==> src/rtl/bus_arbiter_pkg.sv <==
// Shared bus definitions: arbiter state encoding, bus widths, default grant timeout.
// Latency: n/a (types and constants only).
// Backpressure: n/a.
package bus_arbiter_pkg;

   localparam int ADDR_W          = 8;
   localparam int DATA_W          = 8;
   localparam int TIMEOUT_DEFAULT = 16;

   typedef enum logic [1:0] {
      IDLE = 2'd0,
      GNT0 = 2'd1,
      GNT1 = 2'd2
   } arb_state_t;

endpackage

==> src/rtl/bus_arbiter_if.sv <==
// Two-master bus bundle: per-master request/grant/address/strobes/data plus the shared slave bus.
// Latency: n/a (wiring only).
// Backpressure: a master holds its request until granted; a grant holds while the request stays high.
// Modports: master = request side (CPU/DMA models), slave = arbiter side.
interface bus_arbiter_if;
   import bus_arbiter_pkg::*;

   logic              m0_req;
   logic              m0_grant;
   logic [ADDR_W-1:0] m0_addr;
   logic              m0_wr;
   logic              m0_rd;
   logic [DATA_W-1:0] m0_data;

   logic              m1_req;
   logic              m1_grant;
   logic [ADDR_W-1:0] m1_addr;
   logic              m1_wr;
   logic              m1_rd;
   logic [DATA_W-1:0] m1_data;

   logic [ADDR_W-1:0] s_addr;
   logic              s_wr;
   logic              s_rd;
   logic [DATA_W-1:0] s_data;
   logic              arb_busy;

   modport master (
      output m0_req, m0_addr, m0_wr, m0_rd, m0_data,
      output m1_req, m1_addr, m1_wr, m1_rd, m1_data,
      input  m0_grant, m1_grant, s_addr, s_wr, s_rd, s_data, arb_busy
   );

   modport slave (
      input  m0_req, m0_addr, m0_wr, m0_rd, m0_data,
      input  m1_req, m1_addr, m1_wr, m1_rd, m1_data,
      output m0_grant, m1_grant, s_addr, s_wr, s_rd, s_data, arb_busy
   );

endinterface

==> src/rtl/arb_wait_counter.sv <==
// Counts consecutive cycles the non-granted master has been waiting; flags when TIMEOUT is reached.
// Latency: timeout_hit is combinational from the count, so the handover lands on the TIMEOUT-th waiting edge.
// Backpressure: none; clears whenever the waiter drops its request or the grant moves.
// Ports: clk, rst (async active-low), wait_vld (other master waiting), state_chg, timeout_hit.
module arb_wait_counter
   import bus_arbiter_pkg::*;
#(
   parameter int TIMEOUT = TIMEOUT_DEFAULT
) (
   input  logic clk,
   input  logic rst,
   input  logic wait_vld,
   input  logic state_chg,
   output logic timeout_hit
);

   // Holds the number of waiting cycles already completed; TIMEOUT <= 255 fits in 8 bits.
   logic [7:0] cnt;

   // The current cycle is the TIMEOUT-th waiting cycle when TIMEOUT-1 have already elapsed.
   assign timeout_hit = wait_vld && (cnt == 8'(TIMEOUT - 1));

   always_ff @(posedge clk or negedge rst) begin
      if (!rst) begin
         cnt <= '0;
      end else if (state_chg || !wait_vld) begin
         cnt <= '0;
      end else begin
         cnt <= cnt + 8'd1;
      end
   end

endmodule

==> src/rtl/bus_arbiter.sv <==
// Two-master bus arbiter (CPU = m0, DMA/debug = m1) with round-robin tie-break and slave-side mux.
// Latency: request sampled at edge N -> registered grant after edge N; slave bus muxed combinationally.
// Backpressure: grant held while req stays high; optional forced handover after TIMEOUT waiting
// cycles when BUS_ARB_TIMEOUT_EN is defined (otherwise TIMEOUT is only range-checked).
// Ports: clk, rst (async active-low), bus (bus_arbiter_if.slave).
module bus_arbiter
   import bus_arbiter_pkg::*;
#(
   parameter int TIMEOUT = TIMEOUT_DEFAULT
) (
   input  logic         clk,
   input  logic         rst,
   bus_arbiter_if.slave bus
);

   if (TIMEOUT < 2 || TIMEOUT > 255) begin : g_bad_timeout
      $error("bus_arbiter: TIMEOUT must be within 2..255");
   end

   arb_state_t state;
   arb_state_t state_nxt;
   logic       rr_ptr;       // master to pick on a tie in IDLE: the one not most recently granted
   logic       timeout_hit;

`ifdef BUS_ARB_TIMEOUT_EN
   logic wait_vld;

   // The other master is waiting while we hold a grant.
   always_comb begin
      wait_vld = 1'b0;
      if (state == GNT0) begin
         wait_vld = bus.m1_req;
      end else if (state == GNT1) begin
         wait_vld = bus.m0_req;
      end
   end

   arb_wait_counter #(
      .TIMEOUT (TIMEOUT)
   ) u_wait_cnt (
      .clk         (clk),
      .rst         (rst),
      .wait_vld    (wait_vld),
      .state_chg   (state_nxt != state),
      .timeout_hit (timeout_hit)
   );
`else
   assign timeout_hit = 1'b0;
`endif

   always_ff @(posedge clk or negedge rst) begin
      if (!rst) begin
         state  <= IDLE;
         rr_ptr <= 1'b0;
      end else begin
         state <= state_nxt;
         if (state_nxt == GNT0) begin
            rr_ptr <= 1'b1;
         end else if (state_nxt == GNT1) begin
            rr_ptr <= 1'b0;
         end
      end
   end

   // timeout_hit implies the other request is high, so it can only ever hand over, never idle.
   always_comb begin
      state_nxt = state;
      case (state)
         IDLE: begin
            if (bus.m0_req && bus.m1_req) begin
               state_nxt = rr_ptr ? GNT1 : GNT0;
            end else if (bus.m0_req) begin
               state_nxt = GNT0;
            end else if (bus.m1_req) begin
               state_nxt = GNT1;
            end
         end
         GNT0: begin
            if (!bus.m0_req || timeout_hit) begin
               state_nxt = bus.m1_req ? GNT1 : IDLE;
            end
         end
         GNT1: begin
            if (!bus.m1_req || timeout_hit) begin
               state_nxt = bus.m0_req ? GNT0 : IDLE;
            end
         end
         default: state_nxt = IDLE;
      endcase
   end

   assign bus.m0_grant = (state == GNT0);
   assign bus.m1_grant = (state == GNT1);
   assign bus.arb_busy = (state != IDLE);

   always_comb begin
      bus.s_addr = '0;
      bus.s_wr   = 1'b0;
      bus.s_rd   = 1'b0;
      bus.s_data = '0;
      case (state)
         GNT0: begin
            bus.s_addr = bus.m0_addr;
            bus.s_wr   = bus.m0_wr;
            bus.s_rd   = bus.m0_rd;
            bus.s_data = bus.m0_data;
         end
         GNT1: begin
            bus.s_addr = bus.m1_addr;
            bus.s_wr   = bus.m1_wr;
            bus.s_rd   = bus.m1_rd;
            bus.s_data = bus.m1_data;
         end
         default: ;
      endcase
   end

endmodule

==> src/flat_wrapper.sv <==
// flat-port wrapper written by rule: the top's interface ports become plain ports
module bus_arbiter_flat import bus_arbiter_pkg::*;
#(
   parameter int TIMEOUT = TIMEOUT_DEFAULT
)
  (clk, rst, bus_m0_req, bus_m0_addr, bus_m0_wr, bus_m0_rd, bus_m0_data, bus_m1_req, bus_m1_addr, bus_m1_wr, bus_m1_rd, bus_m1_data, bus_m0_grant, bus_m1_grant, bus_s_addr, bus_s_wr, bus_s_rd, bus_s_data, bus_arb_busy);
  bus_arbiter_if bus_i ();
  input  logic clk;
  input  logic rst;
  input wire logic [$bits(bus_i.m0_req)-1:0] bus_m0_req;
  input wire logic [$bits(bus_i.m0_addr)-1:0] bus_m0_addr;
  input wire logic [$bits(bus_i.m0_wr)-1:0] bus_m0_wr;
  input wire logic [$bits(bus_i.m0_rd)-1:0] bus_m0_rd;
  input wire logic [$bits(bus_i.m0_data)-1:0] bus_m0_data;
  input wire logic [$bits(bus_i.m1_req)-1:0] bus_m1_req;
  input wire logic [$bits(bus_i.m1_addr)-1:0] bus_m1_addr;
  input wire logic [$bits(bus_i.m1_wr)-1:0] bus_m1_wr;
  input wire logic [$bits(bus_i.m1_rd)-1:0] bus_m1_rd;
  input wire logic [$bits(bus_i.m1_data)-1:0] bus_m1_data;
  output wire logic [$bits(bus_i.m0_grant)-1:0] bus_m0_grant;
  output wire logic [$bits(bus_i.m1_grant)-1:0] bus_m1_grant;
  output wire logic [$bits(bus_i.s_addr)-1:0] bus_s_addr;
  output wire logic [$bits(bus_i.s_wr)-1:0] bus_s_wr;
  output wire logic [$bits(bus_i.s_rd)-1:0] bus_s_rd;
  output wire logic [$bits(bus_i.s_data)-1:0] bus_s_data;
  output wire logic [$bits(bus_i.arb_busy)-1:0] bus_arb_busy;
  assign bus_i.m0_req = bus_m0_req;
  assign bus_i.m0_addr = bus_m0_addr;
  assign bus_i.m0_wr = bus_m0_wr;
  assign bus_i.m0_rd = bus_m0_rd;
  assign bus_i.m0_data = bus_m0_data;
  assign bus_i.m1_req = bus_m1_req;
  assign bus_i.m1_addr = bus_m1_addr;
  assign bus_i.m1_wr = bus_m1_wr;
  assign bus_i.m1_rd = bus_m1_rd;
  assign bus_i.m1_data = bus_m1_data;
  assign bus_m0_grant = bus_i.m0_grant;
  assign bus_m1_grant = bus_i.m1_grant;
  assign bus_s_addr = bus_i.s_addr;
  assign bus_s_wr = bus_i.s_wr;
  assign bus_s_rd = bus_i.s_rd;
  assign bus_s_data = bus_i.s_data;
  assign bus_arb_busy = bus_i.arb_busy;
  bus_arbiter #(.TIMEOUT(TIMEOUT)) u_core (.clk(clk), .rst(rst), .bus(bus_i));
endmodule
==> config.mk <==
export PLATFORM = sky130hd
export DESIGN_NAME = bus_arbiter_flat
export DESIGN_NICKNAME = d
export VERILOG_FILES = /design/src/rtl/bus_arbiter_pkg.sv /design/src/rtl/bus_arbiter_if.sv /design/src/rtl/arb_wait_counter.sv /design/src/rtl/bus_arbiter.sv /design/src/flat_wrapper.sv
export SDC_FILE = /design/constraint.sdc
export NUM_CORES = 1
export LEC_CHECK = 0
export ABC_CLOCK_PERIOD_IN_PS = 4200
export BUFFER_PORTS_ARGS = -buffer_cell sky130_fd_sc_hd__buf_2
export CAP_MARGIN = 15
export CORE_UTILIZATION = 34
export DETAILED_ROUTE_END_ITERATION = 10
export PLACE_DENSITY = 0.89
export SETUP_SLACK_MARGIN = 0.15
export SLEW_MARGIN = 20
export SYNTH_ARGS = -nofsm -noshare
export SYNTH_HDL_FRONTEND = slang
export SYNTH_SLANG_ARGS = --single-unit
==> constraint.sdc <==
create_clock -name clk -period 4.2 [get_ports clk]
set_input_delay 0.63 -clock clk [delete_from_list [all_inputs] [get_ports clk]]
set_output_delay 0.63 -clock clk [all_outputs]
set_load 0.005 [all_outputs]
==> results of run 1 <==
[stage by stage]
step	utilization	total power, W	hold slack [ps]	instances	setup slack (ps)
CTS	0.577	0.000498	176	141	1640
floorplan	-	0.000327	334	66	2240
global placement	0.560	0.000428	426	137	1920
global route	0.577	0.000544	184	141	1480
finish	0.577	0.000493	186	141	1650
detailed placement	0.560	0.000445	428	137	1810
[area by class of cell]
class,count,area share
multi-input cells,55,0.496
repair buffers,60,0.349
flip-flops and latches,3,0.0873
clock buffers,4,0.0306
well taps,16,0.0233
inverters,3,0.0131
[path summary, 6_finish.rpt]
kind | end | slack, ps | cells past startpoint
max in group asynchronous | u_core.state[0] | 3910 | 1
setup reg to reg | u_core.rr_ptr | 1810 | 6
hold / removal | u_core.rr_ptr | 190 | 1
setup / recovery | bus_s_data[6] | 1650 | 5
min in group clk | u_core.rr_ptr | 520 | 1
hold reg to reg | u_core.rr_ptr | 520 | 1
[flip-flops by register name, summed over array words and instances (netlist names)]
register,flops
u_core.state,2
u_core.rr_ptr,1
[synth_stat cells]
cell type,n,area [sq um]
buf_2,3,15.0
mux2_2,2,22.5
a32oi_1,2,17.5
o22ai_1,2,12.5
nand2b_1,1,6.26
o21a_1,1,7.51
nand2_1,1,3.75
nor2b_1,18,113
dfrtp_1,3,75.1
a22oi_1,18,135
clkbuf_1,1,3.75
ha_1,6,75.1
nor2_1,1,3.75
buf_4,1,7.51
a2bb2oi_1,1,8.76
o22a_2,1,10.0
mux2_1,1,11.3
inv_1,3,11.3
[cell families after synthesis]
| group | synth area share |
|---|---|
| fa+ha+maj | 0.139 |
| mux | 0.0626 |
| flops | 0.139 |
| buf+inv | 0.0696 |
| compound gates | 0.355 |
| simple gates | 0.234 |
[layer usage]
metal | track usage | vias to the layer above | share of wire
li1 | - | 366 | -
met1 | 0.217 | 329 | 0.40
met2 | 0.300 | 36 | 0.52
met3 | 0.0391 | 0 | 0.081
met4 | 0.0968 | 0 | 0
met5 | 0 | - | 0
[critical path, stage by stage, from the launching register on]
cell     delay (ps)
dfrtp_1         420
inv_1           130
ha_1            630
a22oi_1         220
nor2b_1         160
buf_2           130
[power by group through the flow]
| stage | logic, W | registers (W) | clock network (W) |
|---|---|---|---|
| 4_1_cts | 0.000387 | 0.0000573 | 0.0000534 |
| 3_3_place_gp | 0.000373 | 0.0000552 | 0 |
| 2_1_floorplan | 0.000274 | 0.0000533 | 0 |
| 5_1_grt | 0.000431 | 0.0000590 | 0.0000536 |
| 3_5_place_dp | 0.000388 | 0.0000577 | 0 |
| 6_report | 0.000386 | 0.0000570 | 0.0000499 |
==> flow_metrics.env, run 1 <==
export IMPL_outcome="finished, final reports clean"
export IMPL_core_area_sq_mm=0.00149
export IMPL_cp_required_ps=3570
export IMPL_layout_cells_most_common_list="60 x buf_2, 18 x a22oi_1, 18 x nor2b_1"
export IMPL_fp_dieH_um=41.8
export IMPL_design_area_sq_um=860
export IMPL_path_class="flop to output pin"
export IMPL_end_kind="output pin"
export IMPL_syn_avg_cell_area_sq_um=8.17
export IMPL_antenna_cells=0
export IMPL_power_density_mw_per_mm2=574
export IMPL_gp_congestion=0.756
export IMPL_switching_share=0.438
export IMPL_drt_initial_drc_count=22
export IMPL_fin_nets=172
export IMPL_syn_area_sq_um=539
export IMPL_synth_distinct_cells=18
export IMPL_rsz0062_at_grt="no"
export IMPL_antenna_found_initial=0
export IMPL_finalSetupTns_ps=0
export IMPL_syn_inst=66
export IMPL_p_int_w=0.000277
export IMPL_hpwl_mm=1.24
export IMPL_switching_power_w=0.000216
export IMPL_seq_area_sq_um=75.1
export IMPL_grt_overflow_total=0
export IMPL_start_util=0.362
export IMPL_via_count=731
export IMPL_die_area_sq_mm=0.00175
export IMPL_comb_power_share=0.783
export IMPL_track_usage=0.181
export IMPL_areaGrowthSynthToFinish_pct=59.4
export IMPL_grt_max_degree=22
export IMPL_cp_startpoint="u_core.state[0]"
export IMPL_worst_hold_path_type="input pin to asynchronous set/reset pin"
export IMPL_fp_row_count=14
export IMPL_drive_above_1_share=0.528
export IMPL_io_pins=61
export IMPL_worst_pin_slew_ps=710
export IMPL_first_pass_iters=4
export IMPL_cp_max_fo=21
export IMPL_path_clk_slew_ps=40
export IMPL_arrival_ps=1920
export IMPL_layout_commonest_cell="buf_2"
export IMPL_wire_per_inst_um=11.8
export IMPL_multi_input_area_sq_um=427
export IMPL_cts_sinks=3
export IMPL_clock_insertion_delay_worst_skew_ps=230
export IMPL_chipWidth_um=41.8
export IMPL_vdd_drop_max_mv=0.417
export IMPL_drv_cap=0
export IMPL_synth_seq_area_share=0.139
export IMPL_report_final_slew_viol_count=0
export IMPL_clockBufferDepth=2
export IMPL_cts_hold_buf=0
export IMPL_setup_viol=0
export IMPL_ys_warn_count=0
export IMPL_finalClockSkew_ps=0.488
export IMPL_p_clk_frac=0.101
export IMPL_drtAntennaViolNets=0
export IMPL_r2r_start="u_core.state[0]"
export IMPL_post_cts_resize_count=0
export IMPL_fin_crit_ps=2550
export IMPL_finalHoldViolations=0
export IMPL_post_cts_buffers=0
export IMPL_cts_root_buf="clkbuf_4"
export IMPL_nFillCells=139
export IMPL_viasPerCell=5.18
export IMPL_finalCritPeriodShare=0.608
export IMPL_htreeDepth=1
export IMPL_grt_pass1_wl_mm=2.49
export IMPL_dpl_cell_area_sq_um=833
export IMPL_cts_tree="done"
export IMPL_seqPwrFrac=0.116
export IMPL_p_leak_nw=0.464
export IMPL_maxSlewHeadroom=0.527
export IMPL_synth_seq_cells=3
export IMPL_fmax_mhz=392
export IMPL_synth_nets=112
export IMPL_wirelength_mm=1.66
export IMPL_grt_pass1_vias=576
export IMPL_post_route_drc_count=0
export IMPL_critPathLaunchType="flop"
export IMPL_cts_buffers=3
export IMPL_port_buffers=60
Power figures use the tool's default switching activity.
==> run 2, diff against run 1 <==
--- a/config.mk
+++ b/config.mk
@@ -5,12 +5,12 @@
 export SDC_FILE = /design/constraint.sdc
 export NUM_CORES = 1
 export LEC_CHECK = 0
-export ABC_CLOCK_PERIOD_IN_PS = 4200
+export ABC_CLOCK_PERIOD_IN_PS = 2200
 export BUFFER_PORTS_ARGS = -buffer_cell sky130_fd_sc_hd__buf_2
 export CAP_MARGIN = 15
-export CORE_UTILIZATION = 34
+export CORE_UTILIZATION = 30
 export DETAILED_ROUTE_END_ITERATION = 10
-export PLACE_DENSITY = 0.89
+export PLACE_DENSITY = 0.84
 export SETUP_SLACK_MARGIN = 0.15
 export SLEW_MARGIN = 20
 export SYNTH_ARGS = -nofsm -noshare
==> constraint.sdc (replaced) <==
create_clock -name clk -period 2.2 [get_ports clk]
set_input_delay 0.33 -clock clk [delete_from_list [all_inputs] [get_ports clk]]
set_output_delay 0.33 -clock clk [all_outputs]
set_load 0.005 [all_outputs]
==> flow_metrics.env, run 2 (same netlist as run 1, synthesis figures left out) <==
export IMPL_fin_crit_ps=1950
export IMPL_crit_family="buffers and inverters"
export IMPL_fmax_mhz=512
export IMPL_post_route_drc_count=0
export IMPL_finish_utilization=0.564
export IMPL_fin_ws_ps=247
export IMPL_critPathLaunchType="flop"
export IMPL_drtAntennaViolNets=0
export IMPL_switching_power_w=0.000432
export IMPL_vdd_drop_max_mv=0.598
export IMPL_met2_usage=0.338
export IMPL_finalNonFillerCells=152
export IMPL_power_density_mw_per_mm2=1100
export IMPL_p_clk_frac=0.097
export IMPL_grt_use_met1=0.181
export IMPL_gp_congestion=0.718
export IMPL_core_area_sq_mm=0.00159
export IMPL_whs_ps=419
export IMPL_post_cts_buffers=0
export IMPL_p_int_w=0.000554
export IMPL_drv_cap=0
export IMPL_antenna_found_initial=0
export IMPL_fp_dieH_um=44.4
export IMPL_wirelength_mm=1.83
export IMPL_maxSlewHeadroom=0.822
export IMPL_path_clk_slew_ps=40
export IMPL_setup_viol=0
export IMPL_finalHoldViolations=0
export IMPL_dpl_cell_count=147
export IMPL_path_class="flop to output pin"
export IMPL_hpwl_mm=1.43
export IMPL_clockBufferDepth=2
export IMPL_grt_max_degree=20
export IMPL_first_pass_iters=4
export IMPL_seqPwrFrac=0.113
export IMPL_track_usage=0.175
export IMPL_finalClockSkew_ps=7.24
export IMPL_cts_buffers=3
export IMPL_areaGrowthSynthToFinish_pct=66.6
export IMPL_grt_overflow_total=0
export IMPL_finalCritPeriodShare=0.888
export IMPL_report_final_slew_viol_count=0
export IMPL_cts_sinks=3
export IMPL_antenna_cells=0
export IMPL_p_leak_nw=0.476
export IMPL_path_buf_inv=3
export IMPL_top_register="u_core.state"
export IMPL_io_pins=61
export IMPL_end_kind="output pin"
export IMPL_htreeDepth=1
export IMPL_fp_row_count=14
export IMPL_comb_power_share=0.789
export IMPL_cts_tree="done"
export IMPL_cp_slowest_cell="dfrtp_2"
export IMPL_finalSetupTns_ps=0
export IMPL_cp_required_ps=1870
export IMPL_top_regs="u_core.state x2, u_core.rr_ptr x1"
export IMPL_cpPeakStageDelay_ps=440
export IMPL_pre_cts_slack_ps=347
export IMPL_die_area_sq_mm=0.00197
export IMPL_worst_pin_slew_ps=267
export IMPL_layout_commonest_cell="buf_2"
export IMPL_clock_insertion_delay_worst_skew_ps=230
export IMPL_worst_hold_path_type="input pin to asynchronous set/reset pin"
export IMPL_via_count=758
export IMPL_drive_above_1_share=0.547
export IMPL_cp_max_fo=19
export IMPL_path_cells="inv_1 > ha_1 > buf_4 > a22oi_1 > nor2b_1 > buf_2"
export IMPL_grt_pass1_wl_mm=2.68
export IMPL_viasPerCell=4.99
export IMPL_largest_register_ffs=2
export IMPL_arrival_ps=1620
export IMPL_start_util=0.338
export IMPL_chipWidth_um=44.4
export IMPL_fin_nets=175
export IMPL_layout_cells_most_common_list="60 x buf_2, 18 x a22oi_1, 18 x nor2b_1"
export IMPL_grt_pass1_vias=699
export IMPL_rsz0062_at_grt="yes"
export IMPL_globalRoute_busiestLayer="met2"
export IMPL_switching_share=0.438
export IMPL_use_met3=0.0367
export IMPL_outcome="finished, final reports clean"
export IMPL_drt_initial_drc_count=19
export IMPL_wire_per_inst_um=12.0
export IMPL_cts_root_buf="clkbuf_4"
export IMPL_port_buffers=60
==> run 2: cell types whose count changed in the layout (fill, tap and decap cells not counted), sizes merged <==
cell	delta
dlygate4sd3	+1
buf	+2
==> run 2: metrics by stage <==
step	total power (W)	cell area (sq um)
floorplan	0.000625	539
global placement	0.000846	858
detailed placement	0.000878	858
CTS	0.000983	895
global route	0.00108	898
finish	0.000986	898
==> run 2: routing by layer <==
layer	vias to the layer above	part of all wire
li1	369	-
met1	351	0.39
met2	38	0.55
met3	0	0.062
met4	0	0
met5	-	0
==> run 2: final timing paths <==
| path | startpoint | slack, ps | cells after the start | endpoint |
|---|---|---|---|---|
| max | u_core.state[0] | 250 | 6 | bus_s_data[3] |
| min | rst | 420 | 2 | u_core.state[1] |
| max reg2reg | u_core.state[0] | 330 | 6 | u_core.rr_ptr |
| min reg2reg | u_core.rr_ptr | 510 | 1 | u_core.rr_ptr |
| max in group asynchronous | rst | 1650 | 2 | u_core.state[0] |
| min in group clk | u_core.rr_ptr | 510 | 1 | u_core.rr_ptr |
==> run 2: layout make-up <==
cell class                 count  area [sq um]
tap                           24          30.0
timing repair buffer          63           325
inverter                       3          11.3
fill                         148           696
sequential                     3          76.3
clock buffer                   4          26.3
multi-input combinational     55           429
==> run 2: power groups by stage <==
stage / clock (W) / combinational (W) / sequential [W]
after floorplan: 0 / 0.000523 / 0.000102
after global placement: 0 / 0.000739 / 0.000107
after detailed placement: 0 / 0.000768 / 0.000110
after CTS: 0.0000975 / 0.000776 / 0.000110
after global routing: 0.000105 / 0.000856 / 0.000116
final: 0.0000960 / 0.000778 / 0.000112
==> run 2: timing repair <==
action,in CTS,in global routing
endpoints found under the setup margin,0,18
hold endpoints to repair,3,0
resized for setup,0,2
hold buffers,1,0
